==> src/rtl/caravel_uart_gpio_if.sv <==
// Register bus between the management firmware master and the UART/GPIO block.
//   bus_valid : request, held high by the master until bus_ready
//   bus_we    : 1 = write, 0 = read
//   bus_addr  : word index of the register
//   bus_wdata : write data
//   bus_rdata : read data, valid while bus_ready is high
//   bus_ready : one-cycle completion pulse from the slave
`timescale 1ns/1ps
interface caravel_uart_gpio_if;
  logic        bus_valid;
  logic        bus_we;
  logic [3:0]  bus_addr;
  logic [31:0] bus_wdata;
  logic [31:0] bus_rdata;
  logic        bus_ready;

  modport master (
    output bus_valid, bus_we, bus_addr, bus_wdata,
    input  bus_rdata, bus_ready
  );

  modport slave (
    input  bus_valid, bus_we, bus_addr, bus_wdata,
    output bus_rdata, bus_ready
  );
endinterface

==> src/rtl/caravel_uart_gpio.sv <==
// Management-side UART transmitter (8N1, small TX FIFO) plus a 16-bit GPIO
// check-pattern register for the Caravel SoC.
//   clock    : system clock, rising edge
//   resetb   : asynchronous active-low reset
//   bus      : register bus (slave modport)
//   uart_tx  : serial output, idle high
//   gpio_out : check-pattern outputs
//   gpio_oeb : active-low output enables
//   irq      : TX-done interrupt (level)
`timescale 1ns/1ps
module caravel_uart_gpio #(
  parameter int unsigned DEFAULT_DIV = 4167,
  parameter int unsigned FIFO_DEPTH  = 4
) (
  input  logic                  clock,
  input  logic                  resetb,
  caravel_uart_gpio_if.slave    bus,
  output logic                  uart_tx,
  output logic [15:0]           gpio_out,
  output logic [15:0]           gpio_oeb,
  output logic                  irq
);
  localparam int PW = $clog2(FIFO_DEPTH);
  localparam int CW = PW + 1;

  typedef enum logic [1:0] {S_IDLE, S_START, S_DATA, S_STOP} tx_state_e;

  // Bus and register state
  logic        ready_q;
  logic [31:0] rdata_q;
  logic [31:0] rdata_d;
  logic        tx_en_q, irq_en_q, ovf_q, irq_q;
  logic [15:0] div_q, gpio_out_q, gpio_oeb_q;

  // FIFO state
  logic [7:0]    fifo_mem [FIFO_DEPTH];
  logic [PW-1:0] wr_ptr_q, rd_ptr_q;
  logic [CW-1:0] count_q;

  // Shifter state
  tx_state_e   state_q;
  logic [7:0]  shift_q;
  logic [2:0]  bit_idx_q;
  logic [15:0] baud_cnt_q, bit_len_q;
  logic        line_q;

  logic req, wr, rd, fifo_full, fifo_empty, busy, push, pop, bit_end;
  logic [15:0] div_eff;
  logic [7:0]  fifo_head;
  logic        unused_wdata;

  // A request is only taken when ready is low, so ready never pulses twice in a row.
  assign req        = bus.bus_valid & ~ready_q;
  assign wr         = req & bus.bus_we;
  assign rd         = req & ~bus.bus_we;
  assign fifo_full  = (count_q == CW'(FIFO_DEPTH));
  assign fifo_empty = (count_q == '0);
  assign busy       = (state_q != S_IDLE);
  // Fullness is judged before any same-cycle pop, so a pop never makes room for this write.
  assign push       = wr & (bus.bus_addr == 4'd0) & ~fifo_full;
  assign bit_end    = (baud_cnt_q == bit_len_q - 16'd1);
  assign pop        = tx_en_q & ~fifo_empty &
                      ((state_q == S_IDLE) | ((state_q == S_STOP) & bit_end));
  assign div_eff    = (div_q == 16'd0) ? 16'd1 : div_q;
  assign fifo_head  = fifo_mem[rd_ptr_q];
  assign unused_wdata = ^bus.bus_wdata[31:16];

  assign bus.bus_ready = ready_q;
  assign bus.bus_rdata = rdata_q;
  assign uart_tx       = line_q;
  assign gpio_out      = gpio_out_q;
  assign gpio_oeb      = gpio_oeb_q;
  assign irq           = irq_q;

  always_comb begin
    rdata_d = '0;
    case (bus.bus_addr)
      4'd1:    rdata_d = {28'd0, ovf_q, busy, fifo_empty, fifo_full};
      4'd2:    rdata_d = {30'd0, irq_en_q, tx_en_q};
      4'd3:    rdata_d = {16'd0, div_q};
      4'd4:    rdata_d = {16'd0, gpio_out_q};
      4'd5:    rdata_d = {16'd0, ~gpio_oeb_q};
      default: rdata_d = '0;
    endcase
  end

  // Bus handshake and control registers
  always_ff @(posedge clock or negedge resetb) begin
    if (!resetb) begin
      ready_q    <= 1'b0;
      rdata_q    <= '0;
      tx_en_q    <= 1'b0;
      irq_en_q   <= 1'b0;
      ovf_q      <= 1'b0;
      irq_q      <= 1'b0;
      div_q      <= 16'(DEFAULT_DIV);
      gpio_out_q <= '0;
      gpio_oeb_q <= 16'hFFFF;
    end else begin
      ready_q <= req;
      rdata_q <= rd ? rdata_d : 32'd0;
      irq_q   <= irq_en_q & fifo_empty & ~busy;
      if (wr) begin
        case (bus.bus_addr)
          4'd0: if (fifo_full) ovf_q <= 1'b1;
          4'd1: if (bus.bus_wdata[3]) ovf_q <= 1'b0;
          4'd2: begin
            tx_en_q  <= bus.bus_wdata[0];
            irq_en_q <= bus.bus_wdata[1];
          end
          4'd3: div_q      <= bus.bus_wdata[15:0];
          4'd4: gpio_out_q <= bus.bus_wdata[15:0];
          4'd5: gpio_oeb_q <= ~bus.bus_wdata[15:0];
          default: ;
        endcase
      end
    end
  end

  // FIFO storage has no reset; emptiness is tracked by the pointers and count.
  always_ff @(posedge clock) begin
    if (push) fifo_mem[wr_ptr_q] <= bus.bus_wdata[7:0];
  end

  always_ff @(posedge clock or negedge resetb) begin
    if (!resetb) begin
      wr_ptr_q <= '0;
      rd_ptr_q <= '0;
      count_q  <= '0;
    end else begin
      if (push) wr_ptr_q <= wr_ptr_q + 1'b1;
      if (pop)  rd_ptr_q <= rd_ptr_q + 1'b1;
      case ({push, pop})
        2'b10:   count_q <= count_q + 1'b1;
        2'b01:   count_q <= count_q - 1'b1;
        default: count_q <= count_q;
      endcase
    end
  end

  // Frame shifter. The line register lags the state by one clock, which gives
  // the two-clock write-to-start-bit latency while keeping every bit DIV long.
  always_ff @(posedge clock or negedge resetb) begin
    if (!resetb) begin
      state_q    <= S_IDLE;
      shift_q    <= '0;
      bit_idx_q  <= '0;
      baud_cnt_q <= '0;
      bit_len_q  <= 16'd1;
      line_q     <= 1'b1;
    end else begin
      case (state_q)
        S_START: line_q <= 1'b0;
        S_DATA:  line_q <= shift_q[0];
        default: line_q <= 1'b1;
      endcase
      case (state_q)
        S_IDLE: begin
          if (pop) begin
            shift_q    <= fifo_head;
            bit_len_q  <= div_eff;
            baud_cnt_q <= '0;
            state_q    <= S_START;
          end
        end
        S_START: begin
          if (bit_end) begin
            baud_cnt_q <= '0;
            bit_idx_q  <= '0;
            state_q    <= S_DATA;
          end else begin
            baud_cnt_q <= baud_cnt_q + 16'd1;
          end
        end
        S_DATA: begin
          if (bit_end) begin
            baud_cnt_q <= '0;
            shift_q    <= shift_q >> 1;
            bit_idx_q  <= bit_idx_q + 3'd1;
            if (bit_idx_q == 3'd7) state_q <= S_STOP;
          end else begin
            baud_cnt_q <= baud_cnt_q + 16'd1;
          end
        end
        S_STOP: begin
          if (bit_end) begin
            baud_cnt_q <= '0;
            // Chain straight into the next start bit when data is waiting.
            if (pop) begin
              shift_q   <= fifo_head;
              bit_len_q <= div_eff;
              state_q   <= S_START;
            end else begin
              state_q <= S_IDLE;
            end
          end else begin
            baud_cnt_q <= baud_cnt_q + 16'd1;
          end
        end
        default: state_q <= S_IDLE;
      endcase
    end
  end
endmodule

==> src/flat_wrapper.sv <==
// flat-port wrapper written by rule: the top's interface ports become plain ports
module caravel_uart_gpio_flat 
#(
  parameter int unsigned DEFAULT_DIV = 4167,
  parameter int unsigned FIFO_DEPTH  = 4
)
  (clock, resetb, uart_tx, gpio_out, gpio_oeb, irq, bus_bus_valid, bus_bus_we, bus_bus_addr, bus_bus_wdata, bus_bus_rdata, bus_bus_ready);
  caravel_uart_gpio_if bus_i ();
  input  logic clock;
  input  logic resetb;
  output logic uart_tx;
  output logic [15:0] gpio_out;
  output logic [15:0] gpio_oeb;
  output logic irq;
  input wire logic [$bits(bus_i.bus_valid)-1:0] bus_bus_valid;
  input wire logic [$bits(bus_i.bus_we)-1:0] bus_bus_we;
  input wire logic [$bits(bus_i.bus_addr)-1:0] bus_bus_addr;
  input wire logic [$bits(bus_i.bus_wdata)-1:0] bus_bus_wdata;
  output wire logic [$bits(bus_i.bus_rdata)-1:0] bus_bus_rdata;
  output wire logic [$bits(bus_i.bus_ready)-1:0] bus_bus_ready;
  assign bus_i.bus_valid = bus_bus_valid;
  assign bus_i.bus_we = bus_bus_we;
  assign bus_i.bus_addr = bus_bus_addr;
  assign bus_i.bus_wdata = bus_bus_wdata;
  assign bus_bus_rdata = bus_i.bus_rdata;
  assign bus_bus_ready = bus_i.bus_ready;
  caravel_uart_gpio #(.DEFAULT_DIV(DEFAULT_DIV), .FIFO_DEPTH(FIFO_DEPTH)) u_core (.clock(clock), .resetb(resetb), .bus(bus_i), .uart_tx(uart_tx), .gpio_out(gpio_out), .gpio_oeb(gpio_oeb), .irq(irq));
endmodule
==> config.mk <==
export PLATFORM = sky130hd
export DESIGN_NAME = caravel_uart_gpio_flat
export DESIGN_NICKNAME = d
export VERILOG_FILES = /design/src/rtl/caravel_uart_gpio_if.sv /design/src/rtl/caravel_uart_gpio.sv /design/src/flat_wrapper.sv
export SDC_FILE = /design/constraint.sdc
export NUM_CORES = 1
export LEC_CHECK = 0
export BUFFER_PORTS_ARGS = -buffer_cell sky130_fd_sc_hd__buf_2
export CORE_MARGIN = 4
export CORE_UTILIZATION = 55
export CTS_BUF_LIST = sky130_fd_sc_hd__clkbuf_4
export CTS_CLUSTER_DIAMETER = 30
export CTS_CLUSTER_SIZE = 28
export DETAILED_ROUTE_END_ITERATION = 8
export PLACE_DENSITY_LB_ADDON = 0.2
export SETUP_SLACK_MARGIN = 0.15
export SLEW_MARGIN = 20
export SYNTH_ARGS = -nofsm -noshare
export SYNTH_HDL_FRONTEND = slang
export SYNTH_SLANG_ARGS = --single-unit
export TNS_END_PERCENT = 20
==> constraint.sdc <==
create_clock -name clock -period 6.6 [get_ports clock]
set_clock_uncertainty 0.15 [all_clocks]
set_input_delay 1.65 -clock clock [delete_from_list [all_inputs] [get_ports clock]]
set_output_delay 1.65 -clock clock [all_outputs]
set_load 0.05 [all_outputs]
# Word-level counts from Yosys, hierarchy flattened
# Memories as Yosys holds them, arrays and structs flattened.
# Cells that the tools add are included.
# word_totals
reg_bits,138
word_cells,114
ramBits,32
n_memories,1
# classes
bitwise,18
n_mux,30
addsub,7
n_eq_ne,20
n_reduce_logical,20
# mem_list
name,words,word_bits,read_ports,rd_ports_with_merged_regs,wr,line_no,source
u_core.fifo_mem,4,8,1,0,1,caravel_uart_gpio.sv:36,logic [7:0] fifo_mem [FIFO_DEPTH];
# ops
operator,n
16-bit 2-to-1 mux,6
16-bit case mux with 5 select lines,1
16-bit case mux with 2 select lines,2
16-bit NOT,2
8-bit 2-to-1 mux,3
8-bit case mux with 3 select lines,1
16-bit by 1-bit adder with 16-bit output (second input constant),1
16-bit == test,1
16-bit zero test,1
16-bit by 1-bit subtractor with 16-bit output (second input constant),1
2-bit by 1-bit inequality test with 1-bit output (second input constant),6
3-bit case mux with 2 select lines,2
1-bit AND,10
2-bit 2-to-1 mux,5
2-bit AND reduction,5
2-bit nonzero test,5
4-bit by 2-bit == test with 1-bit output (second input constant),2
4-bit by 3-bit == test with 1-bit output (second input constant),2
2-bit case mux with 4 select lines,1
3-bit by 1-bit adder with 3-bit output (second input constant),2
2-bit == test (second input constant),3
3-bit == test (second input constant),2
3-bit 2-to-1 mux,2
3-bit AND reduction,2
16 further kinds,27

# Depth between registers and ports, before layout
# logic_depth
depth_word,8
ltp_mapped,16
depth_no_buf,15

# Worst setup path before layout
# OpenSTA, ideal clock, no wires.
# synth_path
path_type,reg-to-reg
startpoint,register u_core.bit_len_q[1]
endpoint,register u_core.count_q[2]
stages_incl_launch_ff,17
t_arrival_ns,3.965
setup_slack_ns,2.406
period_less_slack_ns,4.194
setup_ns,0.079
path_cell_list,dfrtp_1 -> inv_1 -> ha_1 -> clkbuf_1 -> or3b_2 -> or4_1 -> a211oi_2 -> nor3_1 -> nor4_4 -> nand2_2 -> a21oi_1 -> ha_1 -> inv_1 -> fa_1 -> xor2_1 -> nor2_1 -> xor2_1
# synth_via
elab_chain_cells,7
word_cells_on_any_way,9
cone_classes,add/sub: 1; eq/ne: 3; mux: 1; bitwise: 3; reduce/logical: 1
# synth_rtl
element,line_no,source
"start, declared",caravel_uart_gpio.sv:44,"logic [15:0] baud_cnt_q, bit_len_q;"
"start signal, assigned",caravel_uart_gpio.sv:161,bit_len_q <= div_eff;
"start signal, assigned",caravel_uart_gpio.sv:191,bit_len_q <= div_eff;
16-bit by 1-bit subtractor with 16-bit output *,caravel_uart_gpio.sv:61,assign bit_end = (baud_cnt_q == bit_len_q - 16'd1);
16-bit == test *,caravel_uart_gpio.sv:61,
1-bit AND *,caravel_uart_gpio.sv:63,((state_q == S_IDLE) | ((state_q == S_STOP) & bit_end));
1-bit bitwise OR *,caravel_uart_gpio.sv:63,
1-bit AND *,caravel_uart_gpio.sv:62,assign pop = tx_en_q & ~fifo_empty &
net u_core.pop,caravel_uart_gpio.sv:47,"logic req, wr, rd, fifo_full, fifo_empty, busy, push, pop, bit_end;"
2-bit by 1-bit == test with 1-bit output or 2-bit == test (tied branches),caravel_uart_gpio.sv:133,"case ({push, pop})"
3-bit case mux with 2 select lines or 2-bit nonzero test (tied branches),n/a,
"end signal, assigned",caravel_uart_gpio.sv:134,2'b10: count_q <= count_q + 1'b1;
"end signal, assigned",caravel_uart_gpio.sv:135,2'b01: count_q <= count_q - 1'b1;
"end signal, assigned",caravel_uart_gpio.sv:136,default: count_q <= count_q;
"end, declared",caravel_uart_gpio.sv:38,logic [CW-1:0] count_q;
# The timed path passes the listed nets; every way through them passes the cells marked *.
# A chain may end at the register's enable or synchronous reset.

# Worst setup path after layout
# layout_path
startpoint,register u_core.bit_len_q[0]
endpoint,register u_core.count_q[2]
# The elaborated chain is that of the path after synthesis.

==> metrics.txt <==
NumNets Final=around 750; met2 usage in global routing=between 30% and 40%; synthesis warning total=0; transition time at the pin with the least slew margin=about 890 ps; fraction of registers with async set or reset after synthesis=a little under 80%; maximum clock insertion buffer count=2; wire length of the first global-routing pass=around 27,000 µm; peak supply drop=0.264 mV; H-Tree Level Count=4; startpoint of the most critical hold path=u_core.bus.bus_ready; max-cap viol count=0; cts repair resizes=0; growth of design area from synthesis to finish=10.1%; register bit total from synthesis=roughly 150; worst slew margin relative to its limit=40.7%; count of port buffers added during placement=74; path category of the worst min-delay check=reg -> reg; top_reg_cell synth=sky130_fd_sc_hd__dfrtp_1; biggest area consumer among synthesized cells=sky130_fd_sc_hd__dfrtp_1; required arrival time at the worst endpoint=about 6900 ps; routing usage on met1=31.4%; layer with the highest usage=met2; HPWL reported at the end of detailed placement=about 11,000 µm; Fmax achieved=210 MHz; height of the die=124 µm; switching power=~1.3 mW; DRC violation count after routing=0; power per unit of standard cell area=about 400 nW/µm²; proportion of synthesized chip area in sequential cells=54.8%; detail-routed net length per standard cell=~18 µm; RSZ-0062 raised after global routing=false; number of different library cells in the post-synthesis netlist=64; Power Internal=between 1.5 and 2 mW; initial cell density of the core=between 50% and 60%; post-place instance area=approximately 7800 µm²; crit path launch type=register; worst slack after detailed placement=1890 ps; count of final max-slew check failures=0; clock slew seen by the registers of the worst setup and hold paths=around 150 ps; final worst path period need=roughly 4800 ps; number of cell rows=between 40 and 50; data arrival time of the critical path=5080 ps; top cells by area in the synthesized netlist=sky130_fd_sc_hd__dfrtp_1, sky130_fd_sc_hd__edfxtp_1, sky130_fd_sc_hd__mux2_2; leakage power figure=3.62 nW; setup bufs post-CTS=0; sequential cell fraction of total power=41.8%; number of DRC markers after the initial detailed-route iteration=about 360; core footprint=between 10,000 and 15,000 µm²; Cells after Synth=630; antenna diode count=0; share of final-layout standard cells stronger than drive strength 1=~29%; post-layout power=between 3 and 4 mW; Sum Neg Setup Slack=0 ps; peak fanout along the critical path=9; clock network latency to the later pin of the worst-skew pair=between 500 and 600 ps; number of vias per cell=5.76; Crit Reg-Reg Startpoint=u_core.bit_len_q[0]; clock power share=about a fifth; die width=124 µm; end of the worst register-to-register path=u_core.count_q[2]; Routed Antenna Nets=0; GRT met3 Usage=~5.3%; Worst Hold Path EP=u_core.bus.bus_ready; number of detailed-route iterations in the first pass=5; largest net degree at the start of global routing=64; number of setup violations in the final report=0; endpoints failing hold=0; finished layout cell area=between 8000 and 9000 µm²; placed instance count=~850; category of the most critical setup path=reg -> reg; final worst path period share=72.2%; CTS sink count=approximately 150; reg-to-reg slack, setup=1840 ps; worst hold path depth=1; outcome=completed; total I/O pin count=107; Combinational Power Share=between 30% and 40%; Inserted Clock Buffers=17; Post-Layout Cell Count=between 800 and 900; total of hold buffers inserted after clock tree synthesis=0; post-route worst setup slack=1840 ps; endpoint kind of the worst setup timing path=register; net switching share of the total power=roughly two fifths; TritonCTS clock tree=done; total number of vias=5,096; via count of the first global-routing pass=~5,200; post-detailed-routing wire length=about 16,000 µm; DIE AREA=about 15,000 µm²; area share of the leading cell type in the synthesized netlist=between 30 and 40%; Mapped Area=between 7000 and 8000 µm²; overall track demand over capacity in global routing=22.6%; depth of the worst register-to-register path=15; initial antenna violation count=0; post-synthesis area per instance=11.7 µm²; CTS Root Buffer Type=sky130_fd_sc_hd__clkbuf_4; Fillers=approximately 1,100; Post-synth EDFFs=32; final weighted congestion in routability-driven placement=0.836; sum of overflow across all layers after global routing=0
layout make-up:
| class | count | area (µm²) | area share (%) |
|---|---|---|---|
| Multi-Input combinational cell | 431 | 3110 | 38.2 |
| Timing Repair Buffer | 77 | 395 | 4.86 |
| Sequential cell | 154 | 4040 | 49.7 |
| Clock inverter | 15 | 180 | 2.22 |
| Tap cell | 176 | 220 | 2.71 |
| Inverter | 15 | 56.3 | 0.693 |
| Clock buffer | 17 | 128 | 1.57 |
flip-flops by register name (all words and copies together) (netlist names), 3 cells and up:
signal	count
u_core.div_q	16
u_core.gpio_out	16
u_core.shift_q	8
u_core.baud_cnt_q	16
u_core.bit_idx_q	3
u_core.gpio_oeb	16
u_core.fifo_mem	32
u_core.count_q	3
u_core.bus.bus_rdata	16
u_core.bit_len_q	16
cell usage in the layout, fill, tap and decap left out, drive strengths merged, types with 9 or more instances in the layout:
cell type / n
o21ai: 50
nor3: 9
buf: 77
mux2: 64
nor4: 12
a221oi: 17
xor2: 11
dfrtp: 99
nand3: 14
ha: 14
edfxtp: 32
nor2: 49
clkbuf: 17
dfstp: 23
and3: 15
conb: 16
inv: 23
xnor2: 12
nand2: 59
logic make-up (layout without fill, tap and decap cells):
logic type                 count (synthesis)  after routing  share of synthesized area, %
DFF                                      154            154                          54.8
adders and majority gates                 15             15                          2.65
xor gates and xnor gates                  24             24                          3.03
AOI/OAI and AO/OA                        100            100                          8.97
buffers and inverters                     60            124                          3.98
muxes                                     78             78                          13.0
and+or+nand+nor                          198            198                          13.5
other                                      1             16                        0.0508
critical path, cell delays in order, from the launching register on:
cell                      delay, ps
sky130_fd_sc_hd__dfstp_2        430
sky130_fd_sc_hd__inv_1           80
sky130_fd_sc_hd__ha_1           360
sky130_fd_sc_hd__or3b_2         520
sky130_fd_sc_hd__o31ai_1        340
sky130_fd_sc_hd__nor4b_1        410
sky130_fd_sc_hd__nor3_1         160
sky130_fd_sc_hd__nor4_4         510
sky130_fd_sc_hd__nand2_2        160
sky130_fd_sc_hd__a21oi_1        410
sky130_fd_sc_hd__ha_1           270
sky130_fd_sc_hd__inv_1           70
sky130_fd_sc_hd__fa_1           380
sky130_fd_sc_hd__xor2_1         150
sky130_fd_sc_hd__nor2_1         130
sky130_fd_sc_hd__xor2_1         160
power groups by stage:
stage | logic (mW) | registers, mW | clock network (mW)
final | 1.28 | 1.36 | 0.611
after global routing | 1.43 | 1.39 | 0.674
after CTS | 1.29 | 1.36 | 0.625
after detailed placement | 1.29 | 1.38 | 0
after global placement | 1.23 | 1.36 | 0
after floorplan | 0.947 | 1.41 | 0
how the worst max path moves through the flow:
| stage | slack (ps) | cells past startpoint | end | startpoint |
|---|---|---|---|---|
| after floorplan | 2410 | 16 | u_core.count_q[2] | u_core.bit_len_q[1] |
| after detailed placement | 1890 | 15 | u_core.count_q[2] | u_core.bit_len_q[1] |
| final | 1840 | 15 | u_core.count_q[2] | u_core.bit_len_q[0] |
| after global routing | 1500 | 15 | u_core.count_q[2] | u_core.bit_len_q[1] |
| after CTS | 1820 | 15 | u_core.count_q[2] | u_core.bit_len_q[1] |
| after global placement | 2010 | 15 | u_core.count_q[2] | u_core.bit_len_q[0] |
Yosys cell counts (all sizes together), types with 2 or more instances:
master	number
a211oi	3
a21oi	7
a221oi	17
a22o	2
a22oi	2
a32o	2
a41oi	2
and2	8
and3	15
buf	19
clkbuf	26
dfrtp	99
dfstp	23
edfxtp	32
ha	14
inv	15
mux2	64
mux2i	6
mux4	8
nand2	59
nand2b	6
nand3	14
nand3b	3
nor2	49
nor2b	7
nor3	9
nor4	12
nor4b	4
o21ai	50
o31ai	3
o41ai	2
or3	2
or4	5
xnor2	12
xor2	11
layer usage:
layer	up-vias	routed length, µm
met1	2564	7120
met4	0	209
li1	2379	-
met5	-	0
met2	140	7970
met3	13	814
through the flow:
step                hold slack (ps)  util, %
floorplan                       304        -
global placement                310     59.3
detailed placement              314     59.3
CTS                             341     61.6
global route                    368     61.6
finish                          340     61.6
Power figures use the tool's default switching activity.
